[config.mk]
export PLATFORM = sky130hd
export DESIGN_NAME = mem_access_unit
export DESIGN_NICKNAME = d
export VERILOG_FILES = /design/src/rtl/mem_access_unit.sv
export SDC_FILE = /design/constraint.sdc
export NUM_CORES = 1
export LEC_CHECK = 0
export BUFFER_PORTS_ARGS = -buffer_cell sky130_fd_sc_hd__clkbuf_2
export CAP_MARGIN = 40
export CORE_MARGIN = 2
export CORE_UTILIZATION = 45
export CTS_CLUSTER_SIZE = 40
export DETAILED_ROUTE_END_ITERATION = 10
export GPL_TIMING_DRIVEN = 0
export HOLD_SLACK_MARGIN = 0.06
export PLACE_DENSITY = 0.8
export SLEW_MARGIN = 15
export SYNTH_ARGS = -nofsm -noshare
export SYNTH_HDL_FRONTEND = slang
export SYNTH_SLANG_ARGS = --single-unit
export TNS_END_PERCENT = 10
[constraint.sdc]
create_clock -name clk -period 3.1 [get_ports clk]
set_input_delay 0 -clock clk [delete_from_list [all_inputs] [get_ports clk]]
set_output_delay 0 -clock clk [all_outputs]
set_load 0.01 [all_outputs]
[src/rtl/mem_access_unit.sv]
`default_nettype none
// ============================================================================
// Module   : mem_access_unit
// Brief    : MEM-stage load/store initiator for a word-addressed data memory.
//            Byte/halfword support (RMW stores, extending loads) is built only
//            when LSU_SUBWORD_EN is defined; otherwise only word accesses are legal.
// Revision : 1.0 - initial release
// ============================================================================
module mem_access_unit #(
    parameter int MEM_WORDS = 32
) (
    input  logic        clk,
    input  logic        rst,
    input  logic        req_valid,
    output logic        req_ready,
    input  logic        req_write,
    input  logic [1:0]  req_size,
    input  logic        req_unsigned,
    input  logic [31:0] req_addr,
    input  logic [31:0] req_wdata,
    output logic        resp_valid,
    output logic [31:0] resp_rdata,
    output logic        resp_err,
    output logic        MemWrite,
    output logic        MemRead,
    output logic [31:0] Address,
    output logic [31:0] WriteData,
    input  logic [31:0] Data
);

    localparam logic [1:0] c_size_byte = 2'b00;
    localparam logic [1:0] c_size_half = 2'b01;
    localparam logic [1:0] c_size_word = 2'b10;

    typedef enum logic [2:0] {
        S_IDLE = 3'd0,
        S_RD   = 3'd1,
        S_WR   = 3'd2,
        S_RESP = 3'd3
`ifdef LSU_SUBWORD_EN
        , S_RMW = 3'd4
`endif
    } state_t;

    state_t      r_state;
    logic [29:0] r_index;
    logic [31:0] r_wdata;
    logic [31:0] r_result;
    logic        r_err;
    logic        w_range_err;
    logic        w_req_err;
    logic [31:0] w_load;

    assign w_range_err = {2'b00, req_addr[31:2]} >= 32'(MEM_WORDS);

`ifdef LSU_SUBWORD_EN
    logic [1:0]  r_size;
    logic [1:0]  r_lane;
    logic        r_unsigned;
    logic [7:0]  w_byte;
    logic [15:0] w_half;
    logic [31:0] w_merged;

    always_comb begin
        w_req_err = w_range_err;
        case (req_size)
            c_size_byte: ;
            c_size_half: if (req_addr[0]) w_req_err = 1'b1;
            c_size_word: if (req_addr[1:0] != 2'b00) w_req_err = 1'b1;
            default:     w_req_err = 1'b1;
        endcase
    end

    // Lane extraction for loads and lane replacement for read-modify-write stores.
    always_comb begin
        w_byte   = Data[{r_lane, 3'b000} +: 8];
        w_half   = Data[{r_lane[1], 4'b0000} +: 16];
        case (r_size)
            c_size_byte: w_load = {{24{~r_unsigned & w_byte[7]}}, w_byte};
            c_size_half: w_load = {{16{~r_unsigned & w_half[15]}}, w_half};
            default:     w_load = Data;
        endcase
        w_merged = Data;
        if (r_size == c_size_byte)
            w_merged[{r_lane, 3'b000} +: 8] = r_wdata[7:0];
        else
            w_merged[{r_lane[1], 4'b0000} +: 16] = r_wdata[15:0];
    end

    assign MemRead = (r_state == S_RD) || (r_state == S_RMW);
`else
    logic w_unused;

    assign w_unused  = req_unsigned;
    assign w_req_err = w_range_err || (req_size != c_size_word) || (req_addr[1:0] != 2'b00);
    assign w_load    = Data;
    assign MemRead   = (r_state == S_RD);
`endif

    assign req_ready  = (r_state == S_IDLE) && !rst;
    assign MemWrite   = (r_state == S_WR);
    assign Address    = {2'b00, r_index};
    assign WriteData  = r_wdata;
    assign resp_valid = (r_state == S_RESP);
    assign resp_rdata = resp_valid ? r_result : 32'h0;
    assign resp_err   = resp_valid & r_err;

    always_ff @(posedge clk or posedge rst) begin
        if (rst) begin
            r_state    <= S_IDLE;
            r_index    <= '0;
            r_wdata    <= '0;
            r_result   <= '0;
            r_err      <= 1'b0;
`ifdef LSU_SUBWORD_EN
            r_size     <= '0;
            r_lane     <= '0;
            r_unsigned <= 1'b0;
`endif
        end else begin
            case (r_state)
                S_IDLE: begin
                    if (req_valid) begin
                        r_index    <= req_addr[31:2];
                        r_wdata    <= req_wdata;
                        r_result   <= '0;
                        r_err      <= w_req_err;
`ifdef LSU_SUBWORD_EN
                        r_size     <= req_size;
                        r_lane     <= req_addr[1:0];
                        r_unsigned <= req_unsigned;
`endif
                        if (w_req_err)
                            r_state <= S_RESP;
                        else if (!req_write)
                            r_state <= S_RD;
`ifdef LSU_SUBWORD_EN
                        else if (req_size != c_size_word)
                            r_state <= S_RMW;
`endif
                        else
                            r_state <= S_WR;
                    end
                end
                S_RD: begin
                    r_result <= w_load;
                    r_state  <= S_RESP;
                end
`ifdef LSU_SUBWORD_EN
                // The merged word replaces the store data so WR always drives r_wdata.
                S_RMW: begin
                    r_wdata <= w_merged;
                    r_state <= S_WR;
                end
`endif
                S_WR:    r_state <= S_RESP;
                S_RESP:  r_state <= S_IDLE;
                default: r_state <= S_IDLE;
            endcase
        end
    end

endmodule
`default_nettype wire

After elaboration in Yosys (flattened, before gate mapping)
Cells that the tools add are included.
{ "word_totals": {"reg_bits": 98, "output_inout_bits": 101, "elab_cells": 29} }
{ "op_classes": {"n_lt_le_gt_ge": 1, "n_eq_ne": 5, "n_mux": 7, "bitwise_logic": 1, "reduce_logical": 10} }
{ "ops": {"columns": ["cell", "count"], "rows": [
  ["$mux W32", 2],
  ["$pmux W32 S2", 1],
  ["$ge A30 B6 Y1 const B", 1],
  ["$eq A3 B2 Y1 const B", 2],
  ["$pmux W3 S2", 1],
  ["$mux W2", 2],
  ["$ne A2 B2 Y1 const B", 2],
  ["$reduce_and A2 Y1", 2],
  ["$reduce_bool A2 Y1", 2],
  ["$eq A3 B1 Y1 const B", 1],
  ["$logic_not A3 Y1", 1],
  ["$mux W3", 1],
  ["$logic_or A1 B1 Y1", 2],
  ["$reduce_or A2 Y1", 1],
  ["$and A1 B1 Y1", 1],
  ["$logic_and A1 B1 Y1", 1],
  ["$logic_not A1 Y1", 1]
]} }

Longest topological paths before layout
Gate-level depths: netlist of the first run.
{ "depth": {"word_depth": 6, "ltp_mapped": 8} }

Least setup slack after synthesis of the first run
Ideal clock, no wire load.
{ "synth_timing": {"path_type": "reg-to-reg", "startpoint": "register r_state[0]", "endpoint": "register r_wdata[0] (netlist: WriteData[0])", "setup_time_ns": 0.125, "arrival_ns": 1.460, "t_required_ns": 2.975, "slack_ns": 1.515, "stages_incl_launch_ff": 7, "path_buffers": 2, "period_less_slack_ns": 1.585, "cell_sequence": "dfrtp_1 > inv_1 > ha_1 > buf_2 > nand2_2 > buf_2 > mux2_2"} }
{ "synth_between": {"elab_chain_cells": 2} }
{ "synth_lines": {"columns": ["item", "line", "text"], "rows": [
  ["start, declared", "45", "state_t r_state;"],
  ["start signal, assigned", "110", "r_state <= S_IDLE;"],
  ["start signal, assigned", "134", "r_state <= S_RESP;"],
  ["start signal, assigned", "136", "r_state <= S_RD;"],
  ["$logic_not A3 Y1", "121", "case (r_state)"],
  ["$reduce_and A2 Y1 (no source line)", null, null],
  ["end signal, assigned", "125", "r_wdata <= req_wdata;"],
  ["end, declared", "47", "logic [31:0] r_wdata;"]
]} }
Every way passes these cells.
A chain may end at the register's enable or synchronous reset.

Worst setup path in the final report of the first run
{ "layout_timing": {"startpoint": "register r_state[0]", "endpoint": "register r_wdata[1] (netlist: WriteData[1])"} }
Same word-level chain as after synthesis.

==> results of run 1 <==
==> power groups by stage <==
stage | sequential, mW | combinational (mW) | clock (mW)
2_1_floorplan | 2.34 | 1.20 | 0
5_1_grt | 2.28 | 2.56 | 0.921
6_report | 2.21 | 2.36 | 0.843
3_3_place_gp | 2.16 | 2.17 | 0
3_5_place_dp | 2.20 | 2.24 | 0
4_1_cts | 2.18 | 2.34 | 0.862
==> critical path: stages (launching register included) <==
cell,delay (ns)
dfrtp_1,0.42
inv_1,0.10
ha_1,0.19
buf_2,0.16
nand2_2,0.24
buf_2,0.32
mux2_2,0.38
==> cells in the final DEF (no fill, tap or decap), types with 4 or more instances in the layout <==
cell type        n
a22o_1          32
clkbuf_8        11
buf_2           10
ha_1             4
dfrtp_1         97
and2_1          33
mux2_2          62
clkbuf_1         4
nor4_1           6
dlygate4sd3_1   96
buf_4            5
clkbuf_2       201
==> kinds of logic after synthesis <==
| logic type | Yosys count |
|---|---|
| other cells | 1 |
| buf+inv | 23 |
| compound gates | 40 |
| mux | 63 |
| flops | 97 |
| simple gates | 52 |
| fa+ha+maj | 4 |
==> per-layer routing <==
layer  share of wire  vias up
li1                -     1605
met1            0.37     1678
met2            0.53      184
met3           0.076       30
met4           0.026        0
met5               0        -
==> metrics by stage <==
stage	instances	worst slack, ns
2_1_floorplan	281	0.566
3_3_place_gp	589	-0.413
3_5_place_dp	590	1.19
4_1_cts	702	1.16
5_1_grt	702	1.10
6_report	702	1.19
==> sequential cells by signal, summed over array words and instances (netlist names) <==
register	count
WriteData	32
r_err	1
r_index	30
r_result	32
r_state	2
==> final cells by class <==
cell class / count / share of cell area
plain buffers: 19 / 0.0165
clock buffers: 12 / 0.0247
clock inverters: 4 / 0.00816
inverters: 4 / 0.00279
multi-input cells: 161 / 0.224
flip-flops and latches: 97 / 0.386
well taps: 108 / 0.0215
repair buffers: 297 / 0.316
==> Yosys cell counts, drive strengths merged <==
library cell and instances:
a41oi 1, conb 1, nand4 2, nor2 2, nor3 1, nor4 6
inv 4, and2b 1, a31oi 1, a22o 32, clkbuf 4, nand2b 1
ha 4, nor3b 1, a21oi 3, and2 33, mux2i 1, dfrtp 97
mux2 62, buf 15, o21ai 3, nor2b 2, nand2 3
==> repair_timing <==
item	CTS	global route
setup buffers	0	0
hold buffers	96	0
hold endpoints to repair	142	0
==> final timing paths <==
| path | from | to |
|---|---|---|
| max | r_state[0] | WriteData[1] |
| min | req_valid | r_state[0] |
| max reg2reg | r_state[0] | WriteData[1] |
| min reg2reg | r_err | r_err |
| max in group asynchronous | rst | r_index[29] |
| min in group asynchronous | rst | r_result[9] |
==> qor.yml, run 1 <==
status:
  outcome: "completed"
global_route:
  overflow: 0
  via_count_of_the_first_global_routing_pass: 3991
  number_of_antenna_violations_at_the_first_check_in_global_routing: 0
  grt_util_met3: 0.0698
  global_routing_usage_on_met1: 0.281
  global_route.peak_usage_layer: "met2"
  groute.layer.met2.usage: 0.458
  grt_pass1_wl_um: 19100
  grt_start_max_net_pins: 52
  global_route.usage.total: 0.254
pwr:
  power.switching_fraction: 0.355
  internal-power_mw: 3.49
  power.density_cell_area_mw_per_mm2: 861
  pwr-share-comb: 0.436
  max-vdd-ir-drop_mv: 0.455
  sw_power_mw: 1.92
  power_frac_seq: 0.408
  power.share.clock: 0.156
  finalPower_mw: 5.41
  power.leakage_nw: 3.19
routing:
  route.detailed.vias_per_inst: 4.98
  routed_wirelength_um: 11700
  drcViolationCount: 0
  route.vias.total: 3497
  first_iteration_detailed_routing_drc_count: 91
  wl_per_cell_um: 16.6
  tritonroute_pass_1_iters: 4
  drtAntennaViolNets: 0
synth:
  synth_seq_cells: 97
  yosys.area_share.xor_xnor: 0
  synth.yosys.warnings: 0
  synth.top_cell.area_share: 0.615
  synth.area.mux_share: 0.179
  synth-compound-area-share: 0.0824
  yosys_cell_types: 26
  synth_area_leaders: "dfrtp_1 (61%), mux2_2 (18%), a22o_1 (7.1%)"
  synth-seq-area-share: 0.615
  synth_largest_area_cell: "dfrtp_1"
  post_synth_instance_area_mm2: 0.00395
  main_combinational_cell_family_by_area_after_synthesis: "multiplexers"
  postSynthCellCount: 280
  synthesis.area_per_instance_um2: 14.1
  synth_simple_gate_area_share: 0.0801
  yosys.area_share.adder: 0.0127
finish:
  antenna_cells: 0
  layout.area.seq_mm2: 0.00243
  finalNetCount: 696
  final.fill_count: 567
  layout-drive-gt1-share: 0.498
  post-route-cell-area_mm2: 0.00629
  area_delta_synth_final_pct: 59.2
  multiInputGateArea_mm2: 0.00141
  postLayoutCoreUtil: 0.728
timing:
  worst-slew-pin-transition_ns: 0.592
  whs_ns: 0.129
  timing.final.setup_violations: 0
  maxClockFrequency_mhz: 524
  report.final.hold_viol_count: 0
  fin_worst_skew_ns: 0.0155
  final_min_period_ns: 1.91
  final.period_utilization: 0.616
  drv_slew: 0
  setup_total_negative_slack_ns: 0
  worst_slew_margin_rel: 0.605
  rsz0062_at_grt: "false"
setup_path:
  worst-endpoint-required_ns: 3.33
  crit_fanout: 10
  timing.critical_path.from_type: "register"
  cp-end-kind: "register"
  criticalPathCategory: "register to register"
  worst-endpoint-arrival_ns: 2.14
  r2r_cells: 6
  setup.reg_to_reg.worst_slack_ns: 1.19
clock_network:
  ctsRootBufferMaster: "clkbuf_8"
  clkSinkCount: 97
  ctsHtreeMaxLevel: 3
  resized_cells_post_cts: 0
  cts_tree: "done"
  max-clock-path-buffers: 2
  clk_transition_reported_paths_ns: 0.08
  cts_inserted_buffers: 9
  insertion_delay_ns: 0.36
min_path:
  hold_path.class: "primary input to register"
  hold-path-cell-count: 4
placed_design:
  i_o_buffers: 200
  placed_area_mm2: 0.00512
  detailed_place_hpwl_um: 7100
  routabilityCongestion: 0.842
die:
  die_h_um: 97.7
  core_region_area_mm2: 0.00864
  die_area_mm2: 0.00954
  io_pins: 204
  placementRows: 34
  floorplan.initialDensity: 0.457
  die_w_um: 97.7
run:
  maximum_capacitance_violations: 0
Note: power is estimated with default switching activity, not from simulation.
==> run 2: changes to the inputs <==
- ABC_AREA: default -> 1
- CORE_UTILIZATION: 45 -> 42
- PLACE_DENSITY: 0.8 -> 0.76
- clock period: 3.1 -> 1.7 ns (I/O delays scaled with it)
==> qor.yml, run 2 <==
pwr:
  power.density_cell_area_mw_per_mm2: 1470
  finalPower_mw: 9.91
  power.leakage_nw: 3.91
  max-vdd-ir-drop_mv: 0.817
setup_path:
  timing.critical_path.from_type: "register"
  worst-endpoint-required_ns: 1.95
  worst-endpoint-arrival_ns: 1.87
  cp-end-kind: "register"
  slowest_delay_ns: 0.42
  criticalPathCategory: "register to register"
  crit_fanout: 10
  worstPathCellList: "inv_1, ha_1, buf_2, clkbuf_1, nand2_1, o21ai_1"
  critPathSlowestCell: "dfrtp_1"
global_route:
  global_route.usage.total: 0.242
  grt_pass1_wl_um: 21600
  number_of_antenna_violations_at_the_first_check_in_global_routing: 0
  overflow: 0
  grt_start_max_net_pins: 35
  via_count_of_the_first_global_routing_pass: 4650
routing:
  drtAntennaViolNets: 0
  tritonroute_pass_1_iters: 5
  routed_wirelength_um: 13700
  wl_per_cell_um: 13.9
  route.detailed.vias_per_inst: 4.70
  drcViolationCount: 0
  first_iteration_detailed_routing_drc_count: 359
  route.vias.total: 4627
synth:
  synth-seq-area-share: 0.558
  synthesis.area_per_instance_um2: 8.11
  synth_seq_cells: 97
  synth_edf_count: 0
  postSynthCellCount: 536
  synthArstFlopShare: 1.00
  synth.top_cell.area_share: 0.558
  synth_area_leaders: "dfrtp_1 (56%), nand2_1 (21%), inv_1 (4.8%)"
  synth.yosys.warnings: 0
  post_synth_most_frequent_cells: "nand2_1 (240), dfrtp_1 (97), inv_1 (56), nand3_1 (35), o21ai_0 (29)"
  synthMostInstantiatedCell: "nand2_1"
  yosys_most_used_dff: "dfrtp_1"
  post_synth_instance_area_mm2: 0.00435
  synth_largest_area_cell: "dfrtp_1"
  yosys_cell_types: 19
die:
  placementRows: 37
  floorplan.initialDensity: 0.427
  io_pins: 204
  die_area_mm2: 0.0112
  core_region_area_mm2: 0.0102
  die_w_um: 106
  die_h_um: 106
clock_network:
  ctsRootBufferMaster: "clkbuf_8"
  cts_tree: "done"
  clk_transition_reported_paths_ns: 0.09
  cts_inserted_buffers: 9
  max-clock-path-buffers: 2
  insertion_delay_ns: 0.35
  clkSinkCount: 97
  post_cts.repair.setup_buffers: 0
  ctsHtreeMaxLevel: 3
timing:
  rsz0062_at_grt: "true"
  timing.final.setup_violations: 0
  drv_slew: 0
  worst-slew-pin-transition_ns: 0.777
  fin_worst_skew_ns: 0.00591
  worst_slew_margin_rel: 0.481
  final.period_utilization: 0.951
  maxClockFrequency_mhz: 619
  report.final.hold_viol_count: 0
  final_min_period_ns: 1.62
status:
  outcome: "completed"
placed_design:
  i_o_buffers: 200
  routabilityCongestion: 0.834
  detailed_place_hpwl_um: 8960
  placed_area_mm2: 0.00557
run:
  maximum_capacitance_violations: 0
finish:
  layout-drive-gt1-share: 0.303
  post-route-cell-area_mm2: 0.00672
  final.fill_count: 831
  commonest_non_fill_non_tap_cell_in_the_layout: "nand2_1"
  area_delta_synth_final_pct: 54.4
  antenna_cells: 0
  finalNetCount: 953
  mostFrequentLayoutCells: "nand2_1 (240), clkbuf_2 (200), dfrtp_1 (97), dlygate4sd3_1 (97), inv_1 (55)"
min_path:
  hold_path.class: "primary input to register"
run 2: changes by cell type in the layout (fill, tap and decap cells not counted), moves of 6 or more:
cell / before / now
a22o_1: 32 / 0
and2_1: 33 / 0
buf_6: 0 / 10
inv_1: 3 / 55
mux2_2: 62 / 0
nand2_1: 2 / 240
nand3_1: 0 / 35
nor2_1: 2 / 11
nor4_1: 6 / 0
o21ai_0: 3 / 29
o21ai_1: 0 / 20
run 2: kinds of logic after synthesis:
group	Yosys count	synth area share
and+or+nand+nor	292	0.268
AOI/OAI and AO/OA	50	0.0578
DFF	97	0.558
adders and majority gates	4	0.0115
buffers and inverters	92	0.104
other	1	0.000862
run 2: cell type report:
type / instances / area [um^2] / area share
tap: 136 / 170 / 0.0253
clock buffer: 11 / 151 / 0.0225
sequential: 97 / 2430 / 0.361
buffer: 32 / 238 / 0.0354
inverter: 59 / 225 / 0.0335
multi-input combinational: 348 / 1480 / 0.220
clock inverter: 3 / 17.5 / 0.00261
timing repair buffer: 299 / 2010 / 0.300
run 2: path summary, 6_finish.rpt:
check	start	end	slack [ns]	cells past startpoint
max in group asynchronous	rst	r_index[9]	0.74	4
worst min-delay path	req_addr[1]	r_err	0.08	5
worst max register to register	r_state[1]	r_result[5]	0.08	6
min in group asynchronous	rst	r_result[18]	0.35	3
worst max-delay path	r_state[1]	r_result[5]	0.08	6
worst min register to register	r_index[11]	r_index[11]	0.49	2
run 2: power breakdown:
part | switching [mW] | internal (mW)
Clock | 0.739 | 0.592
Combinational | 2.72 | 1.86
Sequential | 0.634 | 3.36
run 2: worst max-delay path, delay by kind of cell (launching register included):
kind	cells	cell delay, ns
AO/OA/AOI/OAI	1	0.20
adder cells (fa/ha/maj)	1	0.18
buffers and inverters	3	0.62
flip-flops	1	0.42
AND/OR/NAND/NOR	1	0.09
run 2: per-stage QoR:
step	instances	setup TNS (ns)	setup WS [ns]	utilization	hold WS [ns]
6_report	985	0	0.0837	0.659	0.0815
4_1_cts	986	-0.353	-0.0281	0.659	0.0660
5_1_grt	985	-0.0372	-0.0372	0.659	0.0989
3_5_place_dp	875	0	0.139	0.547	0.177
2_1_floorplan	537	0	0.360	-	0.0475
3_3_place_gp	873	-7.80	-0.0863	0.543	0.193
run 2: timing repair:
item / 4_1_cts / 5_1_grt
gates resized for setup: 1 / 4
hold buffers: 97 / 0
hold endpoints to repair: 127 / 0
endpoints found under the setup margin: 29 / 32
run 2: metal layers:
metal / GRT usage / up-vias / share of wire
li1: - / 2236 / -
met1: 0.284 / 2129 / 0.40
met2: 0.432 / 233 / 0.50
met3: 0.0495 / 29 / 0.075
met4: 0.0996 / 0 / 0.023
met5: 0 / - / 0
